$ cat src/rtl/spmc_config_writer_if.sv
// AXI-stream configuration channel carrying SPM-control register-write packets.
interface spmc_config_writer_if;
    logic [31:0] S_AXIS_CFG_tdata;
    logic        S_AXIS_CFG_tvalid;
    logic        S_AXIS_CFG_tready;
    logic        S_AXIS_CFG_tlast;

    modport master (
        output S_AXIS_CFG_tdata,
        output S_AXIS_CFG_tvalid,
        output S_AXIS_CFG_tlast,
        input  S_AXIS_CFG_tready
    );

    modport slave (
        input  S_AXIS_CFG_tdata,
        input  S_AXIS_CFG_tvalid,
        input  S_AXIS_CFG_tlast,
        output S_AXIS_CFG_tready
    );
endinterface

$ cat src/rtl/spmc_config_writer.sv
// Assembles header+payload config packets into a wide register block and strobes
// the target address for a fixed hold window, one update per packet.
module spmc_config_writer #(
    parameter int unsigned NUM_WORDS   = 16,
    parameter logic [31:0] IDLE_ADDR   = 32'd0,
    parameter int unsigned HOLD_CYCLES = 4
) (
    input  logic                      a_clk,
    input  logic                      a_rst,
    spmc_config_writer_if.slave       s_axis_cfg,
    output logic [31:0]               config_addr,
    output logic [NUM_WORDS*32-1:0]   config_data,
    output logic                      cfg_busy,
    output logic                      cfg_error,
    output logic [15:0]               cfg_commit_count
);

    localparam int unsigned DW = NUM_WORDS * 32;
    localparam int unsigned KW = (NUM_WORDS > 1) ? $clog2(NUM_WORDS) : 1;
    localparam int unsigned SW = $clog2(DW);
    localparam int unsigned HW = (HOLD_CYCLES > 1) ? $clog2(HOLD_CYCLES) : 1;

    typedef enum logic [1:0] {
        S_IDLE,
        S_LOAD,
        S_COMMIT,
        S_DRAIN
    } state_t;

    state_t          state_q;
    logic [KW-1:0]   k_q;
    logic [15:0]     n_q;
    logic [15:0]     addr_q;
    logic [DW-1:0]   shadow_q;
    logic [HW-1:0]   hold_q;
    logic            drain_q;
    logic            tready_q;

    logic [15:0]     hdr_n;
    logic            hdr_ok;
    logic            accept;
    logic            last_word;
    logic [SW-1:0]   base;
    logic [DW-1:0]   shadow_merged;

    // Header decode and the shadow image including the beat currently on the bus.
    always_comb begin
        hdr_n         = s_axis_cfg.S_AXIS_CFG_tdata[31:16];
        hdr_ok        = (hdr_n != 16'd0) && (hdr_n <= 16'(NUM_WORDS));
        accept        = tready_q && s_axis_cfg.S_AXIS_CFG_tvalid;
        last_word     = ((16'(k_q) + 16'd1) == n_q);
        base          = SW'({k_q, 5'b0});
        shadow_merged = shadow_q;
        shadow_merged[base +: 32] = s_axis_cfg.S_AXIS_CFG_tdata;
    end

    assign s_axis_cfg.S_AXIS_CFG_tready = tready_q;

    always_ff @(posedge a_clk or posedge a_rst) begin
        if (a_rst) begin
            state_q          <= S_IDLE;
            k_q              <= '0;
            n_q              <= '0;
            addr_q           <= '0;
            shadow_q         <= '0;
            hold_q           <= '0;
            drain_q          <= 1'b0;
            tready_q         <= 1'b0;
            config_addr      <= IDLE_ADDR;
            config_data      <= '0;
            cfg_busy         <= 1'b0;
            cfg_error        <= 1'b0;
            cfg_commit_count <= '0;
        end else begin
            case (state_q)
                S_IDLE: begin
                    tready_q <= 1'b1;
                    if (accept) begin
                        if (hdr_ok) begin
                            state_q   <= S_LOAD;
                            cfg_busy  <= 1'b1;
                            k_q       <= '0;
                            n_q       <= hdr_n;
                            addr_q    <= s_axis_cfg.S_AXIS_CFG_tdata[15:0];
                            shadow_q  <= '0;
                            cfg_error <= 1'b0;
                        end else begin
                            cfg_error <= 1'b1;
                            // A bad header that also closes the packet has nothing to drain.
                            if (!s_axis_cfg.S_AXIS_CFG_tlast) begin
                                state_q  <= S_DRAIN;
                                cfg_busy <= 1'b1;
                            end
                        end
                    end
                end

                S_LOAD: begin
                    if (accept) begin
                        if (last_word) begin
                            shadow_q    <= shadow_merged;
                            config_data <= shadow_merged;
                            config_addr <= {16'd0, addr_q};
                            hold_q      <= '0;
                            drain_q     <= !s_axis_cfg.S_AXIS_CFG_tlast;
                            tready_q    <= 1'b0;
                            state_q     <= S_COMMIT;
                            if (!s_axis_cfg.S_AXIS_CFG_tlast) begin
                                cfg_error <= 1'b1;
                            end
                        end else if (s_axis_cfg.S_AXIS_CFG_tlast) begin
                            cfg_error <= 1'b1;
                            state_q   <= S_IDLE;
                            cfg_busy  <= 1'b0;
                        end else begin
                            shadow_q <= shadow_merged;
                            k_q      <= k_q + KW'(1);
                        end
                    end
                end

                S_COMMIT: begin
                    if (hold_q == HW'(HOLD_CYCLES - 1)) begin
                        cfg_commit_count <= cfg_commit_count + 16'd1;
                        config_addr      <= IDLE_ADDR;
                        tready_q         <= 1'b1;
                        state_q          <= drain_q ? S_DRAIN : S_IDLE;
                        cfg_busy         <= drain_q;
                        drain_q          <= 1'b0;
                    end else begin
                        hold_q <= hold_q + HW'(1);
                    end
                end

                S_DRAIN: begin
                    if (accept && s_axis_cfg.S_AXIS_CFG_tlast) begin
                        state_q  <= S_IDLE;
                        cfg_busy <= 1'b0;
                    end
                end

                default: begin
                    state_q  <= S_IDLE;
                    cfg_busy <= 1'b0;
                end
            endcase
        end
    end

endmodule

$ cat src/flat_wrapper.sv
// flat-port wrapper written by rule: the top's interface ports become plain ports
module spmc_config_writer_flat 
#(
    parameter int unsigned NUM_WORDS   = 16,
    parameter logic [31:0] IDLE_ADDR   = 32'd0,
    parameter int unsigned HOLD_CYCLES = 4
)
  (a_clk, a_rst, config_addr, config_data, cfg_busy, cfg_error, cfg_commit_count, s_axis_cfg_S_AXIS_CFG_tdata, s_axis_cfg_S_AXIS_CFG_tvalid, s_axis_cfg_S_AXIS_CFG_tlast, s_axis_cfg_S_AXIS_CFG_tready);
  spmc_config_writer_if s_axis_cfg_i ();
  input  logic a_clk;
  input  logic a_rst;
  output logic [31:0] config_addr;
  output logic [NUM_WORDS*32-1:0] config_data;
  output logic cfg_busy;
  output logic cfg_error;
  output logic [15:0] cfg_commit_count;
  input wire logic [$bits(s_axis_cfg_i.S_AXIS_CFG_tdata)-1:0] s_axis_cfg_S_AXIS_CFG_tdata;
  input wire logic [$bits(s_axis_cfg_i.S_AXIS_CFG_tvalid)-1:0] s_axis_cfg_S_AXIS_CFG_tvalid;
  input wire logic [$bits(s_axis_cfg_i.S_AXIS_CFG_tlast)-1:0] s_axis_cfg_S_AXIS_CFG_tlast;
  output wire logic [$bits(s_axis_cfg_i.S_AXIS_CFG_tready)-1:0] s_axis_cfg_S_AXIS_CFG_tready;
  assign s_axis_cfg_i.S_AXIS_CFG_tdata = s_axis_cfg_S_AXIS_CFG_tdata;
  assign s_axis_cfg_i.S_AXIS_CFG_tvalid = s_axis_cfg_S_AXIS_CFG_tvalid;
  assign s_axis_cfg_i.S_AXIS_CFG_tlast = s_axis_cfg_S_AXIS_CFG_tlast;
  assign s_axis_cfg_S_AXIS_CFG_tready = s_axis_cfg_i.S_AXIS_CFG_tready;
  spmc_config_writer #(.NUM_WORDS(NUM_WORDS), .IDLE_ADDR(IDLE_ADDR), .HOLD_CYCLES(HOLD_CYCLES)) u_core (.a_clk(a_clk), .a_rst(a_rst), .s_axis_cfg(s_axis_cfg_i), .config_addr(config_addr), .config_data(config_data), .cfg_busy(cfg_busy), .cfg_error(cfg_error), .cfg_commit_count(cfg_commit_count));
endmodule
$ cat config.mk
export PLATFORM = sky130hd
export DESIGN_NAME = spmc_config_writer_flat
export DESIGN_NICKNAME = d
export VERILOG_FILES = /design/src/rtl/spmc_config_writer_if.sv /design/src/rtl/spmc_config_writer.sv /design/src/flat_wrapper.sv
export SDC_FILE = /design/constraint.sdc
export NUM_CORES = 2
export LEC_CHECK = 0
export CORE_UTILIZATION = 42
export CTS_BUF_LIST = sky130_fd_sc_hd__clkbuf_4 sky130_fd_sc_hd__clkbuf_8
export CTS_CLUSTER_SIZE = 16
export DETAILED_ROUTE_END_ITERATION = 7
export GPL_ROUTABILITY_DRIVEN = 0
export PLACE_DENSITY = 0.72
export SYNTH_ARGS = -nofsm -noshare
export SYNTH_HDL_FRONTEND = slang
export SYNTH_SLANG_ARGS = --single-unit
$ cat constraint.sdc
create_clock -name a_clk -period 84.7 [get_ports a_clk]
set_input_delay 16.94 -clock a_clk [delete_from_list [all_inputs] [get_ports a_clk]]
set_output_delay 16.94 -clock a_clk [all_outputs]
set_load 0.01 [all_outputs]
* After elaboration in Yosys (flattened, before gate mapping)
Index checks and enable logic that the tools add are counted.
** Storage, ports and cells
- Register bits after elaboration :: 1116
- Latch bits :: 0
- Memory bits (writable) :: 0
- Bits in read-only memories :: 0
- Input port bits :: 36
- Output and inout bits :: 563
- Word-level logic and storage cells :: 114
- Memories :: 0
** Operators by class
- Add/subtract/negate cells :: 5
- Multipliers :: 0
- Divide/modulo/power cells :: 0
- Magnitude comparators :: 1
- Equality and inequality tests :: 19
- Shift operators :: 2
- Multiplexer cells :: 54
- Bitwise operators :: 0
- Reductions and logical operators :: 20
** Operators by type and width (number)
- 2-to-1 mux 512 bit :: 5
- one-hot mux 512 bit (2 select lines) :: 1
- bitwise mux 512 bit :: 1
- variable shift 32 x 11 -> 512 bit (first input constant) :: 1
- indexed part select 32 x 11 -> 512 bit :: 1
- 2-to-1 mux 32 bit :: 3
- one-hot mux 32 bit (2 select lines) :: 1
- 2-to-1 mux 2 bit :: 12
- 2-to-1 mux 4 bit :: 5
- 2-to-1 mux 1 bit :: 19
- adder 16 x 1 -> 16 bit (second input constant) :: 1
- equality test 16 bit :: 1
- less-or-equal comparator 16 x 5 -> 1 bit (second input constant) :: 1
- nonzero test 16 bit :: 1
- != test 2 x 1 -> 1 bit (second input constant) :: 6
- AND reduction 4 bit :: 3
- AND reduction 6 bit :: 2
- negation 9 -> 11 bit :: 1
- AND reduction 5 bit :: 2
- != test 3 x 2 -> 1 bit (second input constant) :: 3
- != test 2 bit (second input constant) :: 4
- one-hot mux 2 bit (4 select lines) :: 1
- one-hot mux 4 bit (2 select lines) :: 1
- AND reduction 7 bit :: 1
- 17 further kinds :: 24

* Depth between registers and ports, before layout
- Depth after elaboration :: 7
- Mapped depth :: 13
- Depth with buffers taken out :: 8

* Least setup slack after synthesis
No wires, ideal clock.
- Path type :: input to register
- From :: input port s_axis_cfg_S_AXIS_CFG_tdata[28]
- To :: register u_core.shadow_q[149]
- Setup time :: 0.079 ns
- Data arrival time :: 18.787 ns
- Required time :: 84.621 ns
- Setup slack :: 65.834 ns
- Stages on the path :: 9
- Buffers on the path :: 3
- Cell sequence :: or4_1 -> nor4_2 -> nand4_1 -> and2_1 -> buf_2 -> or3_1 -> buf_2 -> buf_6 -> o2bb2ai_1
** On the way
- Word-level cells in the longest chain between the ends :: 6
- Elaborated cells on any way between the ends :: 11
- Classes of those cells :: 1 x order compare; 1 x eq/ne; 1 x shift; 5 x mux; 3 x reduce/logical
** Ends and longest elaborated chain
- from (decl) :: RTL line flat_wrapper.sv:17 : input wire logic [$bits(s_axis_cfg_i.S_AXIS_CFG_tdata)-1:0] s_axis_cfg_S_AXIS_CFG_tdata;
- indexed part select 32 x 11 -> 512 bit :: RTL line spmc_config_writer.sv:54 : shadow_merged[base +: 32] = s_axis_cfg.S_AXIS_CFG_tdata;
- bitwise mux 512 bit :: RTL line spmc_config_writer.sv:54
- 2-to-1 mux 512 bit :: RTL line spmc_config_writer.sv:111 : end else if (s_axis_cfg.S_AXIS_CFG_tlast) begin
- 2-to-1 mux 512 bit :: RTL line spmc_config_writer.sv:100 : if (last_word) begin
- 2-to-1 mux 512 bit :: RTL line spmc_config_writer.sv:99 : if (accept) begin
- one-hot mux 512 bit (2 select lines) :: RTL line spmc_config_writer.sv:75 : case (state_q)
- to (signal assigned) :: RTL line spmc_config_writer.sv:101 : shadow_q <= shadow_merged;
- to (signal assigned) :: RTL line spmc_config_writer.sv:116 : shadow_q <= shadow_merged;
- to (decl) :: RTL line spmc_config_writer.sv:34 : logic [DW-1:0] shadow_q;
Parallel ways exist; a longest one is shown, timed or not. The select of a mux whose other input is x is not followed.
A chain may end at the register's enable or synchronous reset.

==> run metrics <==
outcome finished clean; Sw Pwr 0.633 mW; hold_ws 425 ps; TritonCTS clock tree done; overall power 1.75 mW; GRT Residual Overflow 0; clk sink count 1100; CTS clock-pin slew for the worst setup and hold paths 60 ps; endpoints failing setup 0; Slew Viols, Final 0; synth unique cells 59; maximum vdd drop between 0.00003 and 0.00004 V; CP required 85570 ps; Max Fclk 46.6 MHz; Initial Util approximately 42%; postcts setup bufs 0; critical-path maximum fanout between 100 and 150; Rel. slew slack roughly a fifth; wire per inst 25.2 um; fillcell total 9465; Final #Nets approximately 4800; Vias/cell 5.82; Die Wd 333 um; DP Wirelength 99.7 mm; I/O Buffers around 580; Routed Antenna Nets 0; post-synth top area cell dfrtp_1; final core occ between 50 and 60%; area grow syn2layout 23.3%; #FFs+latches synth 1100; initial antenna violation count 6; Die Height 333 um; Worst-Skew Late Latency 900 ps; Post-synth EDFFs 0; Final min period between 20000 and 25000 ps; mapped cell area about 46000 um^2; CP Capture Type async pin; Pint between 1 and 1.5 mW; Crit path arrival time between 20000 and 25000 ps; Power Dens Cells 30.8 nW/um^2; All-Layer GR Usage 28.2%; largest net degree at the start of global routing 263; Hold Crit Class reg2reg; PostCTS Resize Cnt 0; Ports around 600; Placement Cell Area 52900 um^2; switching portion of total power about 36%; max cap viols 0; Multi-input gate area 16900 um^2; post-route setup slack roughly 63000 ps; Final TNS setup 0 ps; Initial DRC Count 3591; first-pass GRT wire length about 240 mm; Post-Synthesis Cells roughly 4200; part of the Yosys area used for sequential elements 59.8%; Setup Slack @ Placement between 60000 and 70000 ps; fin crit share 25.4%; critical path class in2async; routed via count about 37000; combinational power share 31.7%; clock buffer depth 3; share of cells above drive strength 1 10.0%; Leakage 25.5 nW; RSZ-0062 raised after global routing no; Inst Count DP 5952; first-pass iteration count of the detailed router 8; Die ar. between 100000 and 150000 um^2; Ys Warns 0; Layout Cells excl Fill about 6300; register area between 20000 and 30000 um^2; Avg Inst Size Synth 10.8 um^2; Root Buffer clkbuf_8; final wirelength 158 mm; power share of the clock group between 20 and 30%; CORE AREA ~110000 um^2; clock skew 55.2 ps; num rows 121; share of flip-flops with an asynchronous set or reset 100%; Top FF cell, synth dfrtp_1; post-route cell area 56800 um^2; number of global-route vias before repair 35600; hold violation count in the final report 0; Hold Buf Count CTS 0; top cells by area, synth dfrtp_1 60%, o2bb2ai_1 6.7%, mux2i_1 6.3%; crit start category primary input; Seq pwr share roughly two fifths; Synth top area share 59.8%; H-tree depth 4; number of remaining DRC errors 0; register-to-register setup slack 79360 ps; total CTS buffers 178; worst-margin pin slew about 1200 ps
==> cell usage in the layout, fill, tap and decap left out, types with 5 or more instances in the layout <==
master and n:
clkdlybuf4s50_1 582, buf_4 98, nand2_1 490, nand3_1 60, mux2_2 21, ha_1 6, o21ai_0 365, mux2i_1 290
nor2b_1 15, clkinv_2 6, a22o_1 161, nor2_1 499, nand4_1 8, or3_1 5, or4_1 5, dfrtp_1 1099
clkbuf_8 234, a211oi_1 152, inv_1 6, xnor2_1 16, nor3_1 108, clkbuf_4 59, and2_1 6, and3_1 6
o2bb2ai_1 352, a21oi_1 75, conb_1 16, nand3_2 14, xor2_1 5
==> path summary, 6_finish.rpt <==
path	endpoint	cells past startpoint	startpoint
max	u_core.shadow_q[284]	7	a_rst
min	u_core.config_addr[5]	2	u_core.addr_q[5]
max reg2reg	u_core.config_data[0]	11	u_core.k_q[0]
min reg2reg	u_core.config_addr[5]	2	u_core.addr_q[5]
max in group a_clk	u_core.shadow_q[192]	8	s_axis_cfg_S_AXIS_CFG_tdata[28]
min in group asynchronous	u_core.config_data[114]	2	a_rst
==> critical path: stages <==
cell,delay [ps]
clkdlybuf4s50_1,500
inv_8,620
buf_4,750
buf_4,820
buf_4,820
buf_4,740
buf_4,810
==> synth_stat cells (2+ instances only) <==
| master | instances |
|---|---|
| dfrtp_1 | 1100 |
| or4_1 | 6 |
| and3_1 | 8 |
| nand2_1 | 494 |
| nand2b_1 | 8 |
| a21oi_1 | 75 |
| mux2i_1 | 290 |
| o311ai_0 | 2 |
| o211ai_1 | 2 |
| nand3_1 | 75 |
| o21ai_0 | 365 |
| xnor2_1 | 16 |
| a211oi_1 | 152 |
| a22o_1 | 161 |
| buf_1 | 23 |
| o21a_1 | 3 |
| or2_1 | 2 |
| ha_1 | 6 |
| buf_6 | 18 |
| buf_2 | 86 |
| or3_1 | 7 |
| buf_4 | 17 |
| a31oi_1 | 3 |
| and2_1 | 6 |
| nor3b_1 | 3 |
| nand4_1 | 8 |
| nor4_1 | 4 |
| o2bb2ai_1 | 352 |
| nor2b_1 | 15 |
| nor3_1 | 109 |
| nor2_1 | 504 |
| o22ai_1 | 4 |
| inv_1 | 7 |
| nor4_2 | 2 |
| nand3b_1 | 2 |
| o31ai_1 | 3 |
| a221o_1 | 2 |
| mux2_2 | 21 |
| clkbuf_1 | 261 |
| xor2_1 | 5 |
==> final cells by class <==
cell class              instances  area share, %
well taps                    1414           3.12
clock buffers                 293           6.45
clock inverters                21          0.458
inverters                       7         0.0595
flip-flops and latches       1100           48.5
repair buffers                682           11.6
multi-input cells            2749           29.8
diodes                          4         0.0176
==> registers in the layout (all words and copies together), names as in the netlist <==
signal,cells
u_core.cfg_commit_count,16
u_core.state_q,2
u_core.hold_q,2
u_core.cfg_busy,1
u_core.n_q,16
u_core.addr_q,16
u_core.config_data,512
u_core.config_addr,16
u_core.k_q,4
u_core.cfg_error,1
u_core.shadow_q,512
u_core.drain_q,1
u_core.s_axis_cfg.S_AXIS_CFG_tready,1
==> cell families after synthesis <==
logic type	share of synthesized area [%]
fa+ha+maj	0.163
buf+inv	4.02
mux	6.82
simple gates	11.3
xor+xnor	0.399
other cells	0.00814
flops	59.8
compound gates	17.6
==> power by group through the flow <==
stage               registers [mW]  clock network [mW]  logic (mW)
floorplan                    0.704                   0       0.271
detailed placement           0.699                   0       0.553
global route                 0.703               0.531       0.592
finish                       0.694               0.500       0.555
global placement             0.698                   0       0.545
CTS                          0.692               0.508       0.554
==> routing by layer <==
| metal | track usage (%) | part of all wire (%) |
|---|---|---|
| met1 | 37.9 | 41 |
| met2 | 43.8 | 46 |
| met3 | 7.24 | 9.5 |
| met4 | 10.7 | 3.4 |
| met5 | 0 | 0 |
Note: power is estimated with default switching activity, not from simulation.
